$ cat config.mk
export PLATFORM = sky130hd
export DESIGN_NAME = montgomery_to_form
export DESIGN_NICKNAME = d
export VERILOG_FILES = /design/src/rtl/multiplier_pkg.sv /design/src/rtl/montgomery_to_form_mod_double_sub.sv /design/src/rtl/montgomery_to_form.sv
export SDC_FILE = /design/constraint.sdc
export NUM_CORES = 1
export LEC_CHECK = 0
export CAP_MARGIN = 20
export CORE_ASPECT_RATIO = 0.8
export CORE_UTILIZATION = 58
export CTS_CLUSTER_DIAMETER = 80
export DETAILED_ROUTE_END_ITERATION = 8
export PLACE_DENSITY = 0.82
export SLEW_MARGIN = 5
export SYNTH_ARGS = -nofsm -noshare
export SYNTH_HDL_FRONTEND = slang
export SYNTH_SLANG_ARGS = --single-unit
$ cat constraint.sdc
create_clock -name clk_i -period 20.1 [get_ports clk_i]
set_clock_uncertainty 0.05 [all_clocks]
set_input_delay 5.025 -clock clk_i [delete_from_list [all_inputs] [get_ports clk_i]]
set_output_delay 5.025 -clock clk_i [all_outputs]
set_load 0.01 [all_outputs]
$ cat src/rtl/multiplier_pkg.sv
// Shared width and state definitions for the modular-arithmetic blocks.
package multiplier_pkg;

  parameter int unsigned DATA_LENGTH = 64;

  typedef enum logic [1:0] {
    StIdle,
    StCheck,
    StShift,
    StDone
  } mont_to_form_state_t;

endpackage

$ cat src/rtl/montgomery_to_form_mod_double_sub.sv
// Combinational conditional double-and-subtract: t_next = (2t >= m) ? 2t - m : 2t.
module mod_double_sub #(
  parameter int unsigned DATA_LENGTH = multiplier_pkg::DATA_LENGTH
) (
  input  logic [DATA_LENGTH-1:0] t_i,
  input  logic [DATA_LENGTH-1:0] m_i,
  output logic [DATA_LENGTH-1:0] t_next_o
);

  logic [DATA_LENGTH:0]   u;
  logic [DATA_LENGTH+1:0] diff;

  // One subtractor doubles as the comparator: its borrow bit says u < m.
  always_comb begin
    u        = {t_i, 1'b0};
    diff     = {1'b0, u} - {2'b00, m_i};
    t_next_o = diff[DATA_LENGTH+1] ? u[DATA_LENGTH-1:0] : diff[DATA_LENGTH-1:0];
  end

endmodule

$ cat src/rtl/montgomery_to_form.sv
// Converts x to Montgomery form x*2^k mod m by k serial double-and-subtract steps.
module montgomery_to_form #(
  parameter int unsigned DATA_LENGTH = multiplier_pkg::DATA_LENGTH
) (
  input  logic                   clk_i,
  input  logic                   rst_i,
  input  logic                   start_i,
  input  logic [DATA_LENGTH-1:0] x_i,
  input  logic [DATA_LENGTH-1:0] m_i,
  input  logic [DATA_LENGTH-1:0] m_bl_i,
  output logic [DATA_LENGTH-1:0] result_o,
  output logic                   valid_o,
  output logic                   err_o,
  output logic                   busy_o
);

  import multiplier_pkg::*;

  localparam logic [DATA_LENGTH-1:0] MaxBl = DATA_LENGTH'(DATA_LENGTH);
  localparam logic [DATA_LENGTH-1:0] One   = DATA_LENGTH'(1);

  mont_to_form_state_t   state_q;
  logic [DATA_LENGTH-1:0] x_q, m_q, m_bl_q, t_q, cnt_q;
  logic [DATA_LENGTH-1:0] t_next;

  mod_double_sub #(
    .DATA_LENGTH(DATA_LENGTH)
  ) u_mod_double_sub (
    .t_i     (t_q),
    .m_i     (m_q),
    .t_next_o(t_next)
  );

  always_ff @(posedge clk_i or posedge rst_i) begin
    if (rst_i) begin
      state_q  <= StIdle;
      x_q      <= '0;
      m_q      <= '0;
      m_bl_q   <= '0;
      t_q      <= '0;
      cnt_q    <= '0;
      result_o <= '0;
      valid_o  <= 1'b0;
      err_o    <= 1'b0;
      busy_o   <= 1'b0;
    end else begin
      case (state_q)
        StIdle: begin
          if (start_i) begin
            x_q     <= x_i;
            m_q     <= m_i;
            m_bl_q  <= m_bl_i;
            busy_o  <= 1'b1;
            state_q <= StCheck;
          end
        end
        StCheck: begin
          if (m_q == '0 || m_bl_q > MaxBl || x_q >= m_q) begin
            result_o <= '0;
            err_o    <= 1'b1;
            valid_o  <= 1'b1;
            state_q  <= StDone;
          end else if (m_bl_q == '0) begin
            // R = 1: the operand is already in Montgomery form.
            t_q      <= x_q;
            result_o <= x_q;
            err_o    <= 1'b0;
            valid_o  <= 1'b1;
            state_q  <= StDone;
          end else begin
            t_q     <= x_q;
            cnt_q   <= m_bl_q;
            state_q <= StShift;
          end
        end
        StShift: begin
          t_q   <= t_next;
          cnt_q <= cnt_q - One;
          if (cnt_q == One) begin
            result_o <= t_next;
            err_o    <= 1'b0;
            valid_o  <= 1'b1;
            state_q  <= StDone;
          end
        end
        StDone: begin
          valid_o <= 1'b0;
          err_o   <= 1'b0;
          busy_o  <= 1'b0;
          state_q <= StIdle;
        end
        default: state_q <= StIdle;
      endcase
    end
  end

endmodule

==> impl_metrics.tcl <==
set metrics [dict create \
    r2r-end "cnt_q[61]$_DFFE_PP0P_" \
    cts_tree "yes" \
    endpoint_kind "flop" \
    initial_utilization_pct 59.5 \
    outcome "complete, no violations" \
    antenna_found_initial 1 \
    setup_violations 0 \
    drtIter0Drc 2683 \
    cp_data_arrival_time_ns 7.35 \
    critPathSlowestCell "buf_4" \
    required_ns 20.49 \
    maxSlewViolCount 0 \
    r2r-start "m_bl_q[42]$_DFFE_PP0P_" \
    clock.fmax_ghz 0.144 \
    synth-edff-count 0 \
    ys_top_cells_by_area "dfrtp_1 (41%), mux2_2 (9.3%), ha_1 (7.0%)" \
    maxCapViolCount 0 \
    relSlewSlack_pct 24.5 \
    holdPathStages 2 \
    rr_worst_depth 12 \
    drc 0 \
    cts_buffers 41 \
    avgSynthCellArea_um2 9.38 \
    slowest_delay_ns 0.83 \
    hp-start "cnt_q[53]$_DFFE_PP0P_" \
    dieArea_um2 41700 \
    seq_area_frac_synth_pct 41.1 \
    ys_warn_count 0 \
    synthArstFlopShare_pct 100 \
    post-route-period-util_pct 34.6 \
    tns_ns 0 \
    worst_slew_pin_slew_ns 1.13 \
    synth_fp_nets 2854 \
    htreeDepth 2 \
    post-place-ws_ns 12.62 \
    port_buffers 261 \
    vias 21500 \
    ys_ff_latch 389 \
    ys_types 95 \
    finalNetCount 3041 \
    grt_max_degree 175 \
    overflow 0 \
    vias_per_cell 6.55 \
    post-synth-top-count-cell "dfrtp_1" \
    grtUsageTotal_pct 34.4 \
    post-cts-setup-buffers 0 \
    multi_input_area_um2 13000 \
    insertion_delay_ns 0.57 \
    reg2reg_slack_ns 14.36 \
    worstHoldPathType "reg2reg" \
    ant_nets 0 \
    crit_fanout 80 \
    synth_common_cells "dfrtp_1 (389), a21oi_1 (312), nand2_1 (201), mux2_2 (195), o21ai_0 (179)" \
    die_y_um 183 \
    min_to "cnt_q[53]$_DFFE_PP0P_" \
    yosysTopAreaCellShare_pct 41.1 \
    path_class "in2reg" \
    hold_viol 0 \
    drtPass1Iterations 8 \
    synthFlopType "dfrtp_1" \
    wl_per_cell_um 22.1 \
    syn_area_um2 23700 \
    first_global_vias 20600 \
    netlist_instances 2525 \
    place_congestion 1.03 \
    clkTransAtPathRegs_ns 0.06 \
    cts_sinks 389 \
    die_x_um 228 \
    area_growth_pct 17.8 \
    clock_path_buffers 3 \
    clockRootBuffer "clkbuf_16" \
    crit_chain "clkdlybuf4s50_1, nand2_4, buf_4, mux2_2" \
    drt_wl_total_mm 72.6 \
    seq_area_um2 9730 \
    cts_resized 0 \
    crit_path_start_kind "input pin" \
    layout-drive-gt1-share_pct 11.9 \
    std_cell_rows 65 \
    fin_ws_ns 13.14 \
    post-dp-hpwl_mm 51.3 \
    rsz0062_at_grt "no" \
    io_pins 262 \
    holdBufCountCts 0 \
    coreArea_um2 39900 \
    finalCriticalPeriod_ns 6.96 \
    yosysTopAreaCell "dfrtp_1" \
    grt_pass1_wl_mm 114 \
    fillers 3010 \
]
-- worst max path at each step --
stage | start | end | depth (start not counted)
5_1_grt | rst_i | m_q[17]$_DFFE_PP0P_ | 3
2_1_floorplan | rst_i | busy_o$_DFFE_PP0P_ | 1
6_report | start_i | x_q[33]$_DFFE_PP0P_ | 4
4_1_cts | start_i | x_q[33]$_DFFE_PP0P_ | 4
3_5_place_dp | start_i | x_q[31]$_DFFE_PP0P_ | 4
3_3_place_gp | start_i | m_q[35]$_DFFE_PP0P_ | 4
-- layout by cell type, fill, tap and decap left out, drive strengths merged, types with 39 or more instances in the layout --
cell	Yosys	routed
a21o	39	39
a21oi	313	313
and3	55	55
clkbuf	83	62
clkdlybuf4s50	0	261
dfrtp	389	389
ha	133	133
inv	99	101
mux2	195	195
nand2	204	204
nand3	48	48
nand4	46	46
nor2	130	130
nor3	50	50
nor4	48	48
o21ai	235	235
-- critical path, delay by kind of cell --
kind / cells / cell delay, ns
buf+inv: 2 / 1.32
mux: 1 / 0.43
simple gates: 1 / 0.41
-- cell type report --
class	instances	area share, %
Antenna cell	2	0.0179
Clock buffer	62	4.47
Clock inverter	10	0.421
Inverter	99	1.36
Multi-Input combinational cell	1900	46.4
Sequential cell	389	34.9
Tap cell	536	2.40
Timing Repair Buffer	281	10.0
-- stage by stage --
stage                     utilization (%)  cell area, µm²  hold WS (ns)  instances
after detailed placement             66.5           26500         0.441       3204
after global placement               66.5           26500         0.430       3204
final                                70.0           27900         0.455       3279
after global routing                 70.0           27900         0.494       3277
after CTS                            69.9           27900         0.455       3276
after floorplan                         -           23700         0.410       2525
-- layer usage --
metal	share of wire, %	global-route usage, %	vias to the layer above
met5	0	0	-
met4	3.3	11.0	0
met3	11	7.37	189
met2	43	51.5	1176
met1	43	49.7	10500
li1	-	-	9676
-- flip-flops by register name, indices dropped and copies added, names as in the netlist --
name and count:
m_q 64, t_q 64, result_o 64, valid_o 1, busy_o 1, state_q 2, cnt_q 64, err_o 1
x_q 64, m_bl_q 64
-- logic make-up (layout without fill, tap and decap cells) --
group	Yosys count	count (layout)	share of synthesized area, %
AND/OR/NAND/NOR	693	693	14.9
adder cells (fa/ha/maj)	134	134	7.11
other	0	2	0
XOR/XNOR	53	53	1.96
buffers and inverters	236	452	4.44
multiplexers	220	220	10.3
flip-flops	389	389	41.1
AO/OA/AOI/OAI	800	800	20.2
Power is not shown: default switching activity piles up to over one toggle a cycle in this logic, so the estimate is an artifact.
